===== config.mk =====
export PLATFORM = sky130hd
export DESIGN_NAME = piso_shift_ctrl
export DESIGN_NICKNAME = d
export VERILOG_FILES = /design/src/rtl/piso_ctrl_pkg.sv /design/src/rtl/bit_tick_gen.sv /design/src/rtl/piso_shift_ctrl.sv
export SDC_FILE = /design/constraint.sdc
export NUM_CORES = 1
export LEC_CHECK = 0
export ABC_CLOCK_PERIOD_IN_PS = 5200
export CAP_MARGIN = 10
export CORE_ASPECT_RATIO = 1.75
export CORE_MARGIN = 1
export CORE_UTILIZATION = 58
export DETAILED_ROUTE_END_ITERATION = 8
export GPL_ROUTABILITY_DRIVEN = 0
export PLACE_DENSITY = 0.95
export SETUP_SLACK_MARGIN = 0.1
export SYNTH_ARGS = -nofsm -noshare
export SYNTH_HDL_FRONTEND = slang
export SYNTH_SLANG_ARGS = --single-unit

===== constraint.sdc =====
create_clock -name clk -period 5.2 [get_ports clk]
set_clock_uncertainty 0.1 [all_clocks]
set_input_delay 1.04 -clock clk [delete_from_list [all_inputs] [get_ports clk]]
set_output_delay 1.04 -clock clk [all_outputs]
set_load 0.03 [all_outputs]

===== src/rtl/piso_ctrl_pkg.sv =====
// ---------------------------------------------------------------
// piso_ctrl_pkg : shared FSM encoding and default bit period
// Revision 1.0
// ---------------------------------------------------------------
`default_nettype none

package piso_ctrl_pkg;

  localparam int unsigned DEFAULT_DIV = 50000000;

  typedef enum logic [1:0] {
    ST_IDLE  = 2'd0,
    ST_LOAD  = 2'd1,
    ST_SHIFT = 2'd2,
    ST_DONE  = 2'd3
  } state_t;

endpackage

`default_nettype wire


===== src/rtl/bit_tick_gen.sv =====
// ---------------------------------------------------------------
// bit_tick_gen : counts 0..DIV-1 while enabled, one-cycle tick at DIV-1
// Revision 1.0
// ---------------------------------------------------------------
`default_nettype none

module bit_tick_gen #(
  parameter int unsigned DIV = 4
) (
  input  logic clk,
  input  logic rst,
  input  logic clr,
  input  logic en,
  output logic tick
);

  localparam int unsigned CW   = (DIV > 1) ? $clog2(DIV) : 1;
  localparam logic [CW-1:0] LAST = CW'(DIV - 1);

  logic [CW-1:0] count_q;
  logic [CW-1:0] count_d;

  always_comb begin
    tick    = en && (count_q == LAST);
    count_d = count_q;
    if (clr) begin
      count_d = '0;
    end else if (en) begin
      count_d = tick ? '0 : count_q + 1'b1;
    end
  end

  always_ff @(posedge clk) begin
    if (rst) begin
      count_q <= '0;
    end else begin
      count_q <= count_d;
    end
  end

endmodule

`default_nettype wire


===== src/rtl/piso_shift_ctrl.sv =====
// ---------------------------------------------------------------
// piso_shift_ctrl : parallel-in serial-out shifter with abortable frames
// Revision 1.0
// ---------------------------------------------------------------
`default_nettype none

module piso_shift_ctrl
  import piso_ctrl_pkg::*;
#(
  parameter int unsigned WIDTH     = 8,
  parameter int unsigned DIV       = DEFAULT_DIV,
  parameter bit          LSB_FIRST = 1'b0
) (
  input  logic                     clk,
  input  logic                     rst,
  input  logic                     in_valid,
  input  logic [WIDTH-1:0]         in_data,
  output logic                     in_ready,
  input  logic                     abort,
  output logic                     ser_out,
  output logic                     ser_valid,
  output logic [$clog2(WIDTH)-1:0] bit_idx,
  output logic                     busy,
  output logic                     done,
  output logic [WIDTH-1:0]         shreg_q
);

  localparam int unsigned IW = $clog2(WIDTH);
  localparam logic [IW-1:0] LAST_IDX = IW'(WIDTH - 1);

  state_t            state_q;
  state_t            state_d;
  logic [WIDTH-1:0]  shreg_d;
  logic [IW-1:0]     bit_idx_q;
  logic [IW-1:0]     bit_idx_d;
  logic [WIDTH-1:0]  shreg_shifted;
  logic              out_bit;
  logic              div_clr;
  logic              tick;

  generate
    if (LSB_FIRST) begin : g_lsb_first
      assign out_bit       = shreg_q[0];
      assign shreg_shifted = {1'b0, shreg_q[WIDTH-1:1]};
    end else begin : g_msb_first
      assign out_bit       = shreg_q[WIDTH-1];
      assign shreg_shifted = {shreg_q[WIDTH-2:0], 1'b0};
    end
  endgenerate

  bit_tick_gen #(
    .DIV (DIV)
  ) u_tick (
    .clk  (clk),
    .rst  (rst),
    .clr  (div_clr),
    .en   (state_q == ST_SHIFT),
    .tick (tick)
  );

  always_comb begin
    state_d   = state_q;
    shreg_d   = shreg_q;
    bit_idx_d = bit_idx_q;
    div_clr   = 1'b0;
    case (state_q)
      ST_IDLE: begin
        if (in_valid && !abort) begin
          shreg_d = in_data;
          state_d = ST_LOAD;
        end
      end
      ST_LOAD: begin
        bit_idx_d = '0;
        div_clr   = 1'b1;
        state_d   = ST_SHIFT;
      end
      ST_SHIFT: begin
        if (tick) begin
          if (bit_idx_q == LAST_IDX) begin
            state_d = ST_DONE;
          end else begin
            shreg_d   = shreg_shifted;
            bit_idx_d = bit_idx_q + 1'b1;
          end
        end
      end
      ST_DONE: state_d = ST_IDLE;
      default: state_d = ST_IDLE;
    endcase
    // Abort only cancels an active frame; DONE always completes its pulse.
    if (abort && (state_q == ST_LOAD || state_q == ST_SHIFT)) begin
      state_d   = ST_IDLE;
      shreg_d   = '0;
      bit_idx_d = '0;
      div_clr   = 1'b1;
    end
  end

  always_ff @(posedge clk) begin
    if (rst) begin
      state_q   <= ST_IDLE;
      shreg_q   <= '0;
      bit_idx_q <= '0;
    end else begin
      state_q   <= state_d;
      shreg_q   <= shreg_d;
      bit_idx_q <= bit_idx_d;
    end
  end

  // Outputs are masked by rst so they are quiet while reset is still held.
  assign busy      = !rst && (state_q == ST_LOAD || state_q == ST_SHIFT);
  assign ser_valid = !rst && (state_q == ST_SHIFT);
  assign ser_out   = ser_valid && out_bit;
  assign done      = !rst && (state_q == ST_DONE);
  assign in_ready  = !rst && (state_q == ST_IDLE) && !abort;
  assign bit_idx   = bit_idx_q;

endmodule

`default_nettype wire


==> out/qor.txt <==
outcome -> completed
internal power -> 0.571 mW
vias in the first global route -> 1758
port buffer count -> 27
DR WL met2 -> 2670 µm
top layer in use -> met4
EDFF count, synth -> 0
Avg Cell Area, Syn -> 8.85 µm²
first-pass GRT wire length -> 7040 µm
sequential element share of the synthesized area -> 0.377
antenna cells -> 0
Max IR drop VDD -> 0.000266 V
Die ar. -> 0.00382 mm²
share of post-route cells with drive strength above 1 -> 0.103
Ys Warns -> 0
Core ar. -> 0.00340 mm²
post-route setup slack -> 1.45 ns
CTS tree -> done
Final min period -> 3.75 ns
Setup-failing EPs final -> 0
Worst EP required -> 4.06 ns
post-cts sizing count -> 0
worst setup path class -> input port to output pin
Critical-path top delay cell -> clkdlybuf4s50_1
most used cell, CP -> clkdlybuf4s50_1
Yosys top cell by area -> dfxtp_1
worst-margin pin slew -> 0.694 ns
largest net degree at the start of global routing -> 24
async set-or-reset flop fraction in the synthesized netlist -> 0
final wirelength -> 4560 µm
Max H-tree Level -> 2
logic gate share of total power -> 0.302
Post CTS Setup Buffer Count -> 0
pwr dens -> 348 mW/mm²
deepest clock path buffer count -> 2
R2R depth -> 7
Reg clk slew, reported paths -> 0.07 ns
reg-to-reg critical path endpoint -> u_tick.count_q[11]
Yosys cell types -> 44
Worst Hold Class -> register to register
worst path buffer plus inverter count -> 2
power share of the clock group -> 0.306
R2R Path Start -> state_q[0]
stages on the worst setup path -> 4
via count -> 1797
Synth Flop Type -> dfxtp_1
hold_buf cts -> 0
DPL Wire Length -> 3360 µm
first-iteration detailed-routing DRC count -> 26
Antenna Nets Post-Route -> 0
Fmax achieved -> 266 MHz
nets -> 279
synthesized area -> 0.00207 mm²
Boundary Pins -> 28
syn_nets -> 253
Die Span Y -> 81.1 µm
delay-heaviest family, CP -> buffers and inverters
Seq cells post-synth -> 39
reg-to-reg slack, setup -> 2.68 ns
vias per inst -> 5.87
CP Launch Type -> input port
WL met1 -> 1640 µm
LEAKAGE -> 0.824 nW
Post-Place Worst Slack -> 1.46 ns
period utilisation layout -> 0.722
Area Overhead vs Synth -> 18.6%
switch share -> 0.332
Worst setup startpoint -> rst
Remaining DRCs -> 0
RSZ-0062 raised after global routing -> false
GRT overflow -> 0
Flop pwr share -> 0.392
critical path, cell by cell -> clkdlybuf4s50_1 -> nor2_1 -> and2_1 -> clkdlybuf4s50_1
CP Capture Type -> output pin
WL/cell -> 14.9 µm
maxcap violations -> 0
Max-Slew Margin vs Limit -> 0.538
CTS Buf Count -> 5
clk_lat worst skew -> 0.30 ns
share of the synthesized area in the top cell type -> 0.377
worst setup path end -> ser_out
Max stage delay on crit path -> 0.66 ns
metal3 WL -> 147 µm
setup tns final -> 0 ns
initial core utilization -> 0.610
net load switching power -> 0.284 mW
Post-Synthesis Cells -> 234
clock tree sinks -> 39
TritonRoute pass-1 iters -> 4
initial antenna violation count -> 0
largest cells by area after synthesis -> dfxtp_1 38%, xnor2_1 6.3%, nor2_1 5.8%
GRT Overall Usage -> 0.261
max-slew violations -> 0
peak fanout along the critical path -> 7
DIE WIDTH -> 47.2 µm
Filler cells -> 265
Root Buffer -> clkbuf_8
endpoints failing hold -> 0
Rows -> 28
Arr. time, crit path -> 2.61 ns
-- worst min-delay path: cells and delay by family (launching register included) --
family             cells  cell delay [ns]
DFF                    1             0.33
AOI/OAI and AO/OA      1             0.05
and+or+nand+nor        1             0.06
-- flip-flops by register name (all words and copies together) (netlist names) --
| name | count |
|---|---|
| u_tick.count_q | 26 |
| shreg_q | 8 |
| bit_idx | 3 |
| state_q | 2 |
-- synthesized netlist by cell type, types with 2 or more instances --
master and instances:
ha_1 7, dfxtp_1 39, and4_2 3, buf_2 2, o21ai_0 2, clkbuf_1 2
a22oi_1 7, o211ai_2 7, a32o_1 2, nor4_1 6, nand2_1 23, buf_4 2
nand4_1 9, nand3_1 14, and2_1 2, xor2_1 9, buf_6 3, inv_1 4
nor3_1 7, a21o_1 3, and2_2 2, nor3b_1 2, xnor2_1 15, a21oi_1 7
and3_1 2, a211oi_1 2, nor2_1 32, nor2b_1 3
-- layer usage --
layer | up-vias | global-route usage
met5 | - | 0
met4 | 0 | 0.160
met3 | 9 | 0.0533
met2 | 43 | 0.514
met1 | 855 | 0.209
li1 | 890 | -
-- cell families (layout without fill, tap and decap cells) --
group / after synthesis / in the layout / share of synthesized area
and+or+nand+nor: 114 / 114 / 0.286
DFF: 39 / 39 / 0.377
AOI/OAI and AO/OA: 36 / 36 / 0.150
xor gates and xnor gates: 24 / 24 / 0.101
buffers and inverters: 13 / 40 / 0.0392
adders and majority gates: 7 / 7 / 0.0423
muxes: 1 / 1 / 0.00483
-- how the worst min path moves through the flow --
stage,start,to,slack (ns),cells after the start
4_1_cts,u_tick.count_q[1],u_tick.count_q[1],0.39,2
3_3_place_gp,bit_idx[2],bit_idx[2],0.37,1
3_5_place_dp,bit_idx[1],bit_idx[1],0.38,1
6_report,u_tick.count_q[1],u_tick.count_q[1],0.39,2
2_1_floorplan,u_tick.count_q[1],u_tick.count_q[1],0.36,2
5_1_grt,u_tick.count_q[1],u_tick.count_q[1],0.43,2
-- through the flow --
step	area, µm²	instances	util	hold WS, ns	total power [mW]
finish	2460	306	0.723	0.392	0.854
global route	2460	306	0.723	0.428	0.896
CTS	2460	306	0.723	0.394	0.861
detailed placement	2340	298	0.689	0.384	0.597
global placement	2340	298	0.689	0.373	0.591
floorplan	2070	234	-	0.362	0.530
-- layout make-up --
cell class | count | area [µm²] | area share
multi-input combinational | 182 | 1210 | 0.492
sequential | 39 | 781 | 0.318
timing repair buffer | 28 | 278 | 0.113
clock buffer | 6 | 82.6 | 0.0336
tap | 45 | 56.3 | 0.0229
clock inverter | 2 | 35.0 | 0.0143
inverter | 4 | 15.0 | 0.00611
-- placed cells by master (no fill, tap or decap), drive strengths merged, types with 2 or more instances in the layout --
cell	count
a22oi	7
a211oi	2
clkdlybuf4s50	27
nand4	9
and3	2
o211ai	7
o21ai	2
dfxtp	39
nor4	6
a21oi	7
clkbuf	6
nand2	23
nor3	7
and4	3
inv	4
nor2b	3
xor2	9
a21o	3
ha	7
a32o	2
nor3b	2
xnor2	15
nand3	14
nor4b	2
and2	4
nor2	32
-- power by group through the flow --
| stage | Clock (mW) | Sequential (mW) | Combinational (mW) |
|---|---|---|---|
| detailed placement | 0 | 0.342 | 0.255 |
| global placement | 0 | 0.340 | 0.251 |
| floorplan | 0 | 0.357 | 0.173 |
| finish | 0.261 | 0.335 | 0.258 |
| global route | 0.278 | 0.338 | 0.280 |
| CTS | 0.268 | 0.335 | 0.258 |
Note: power is estimated with default switching activity, not from simulation.
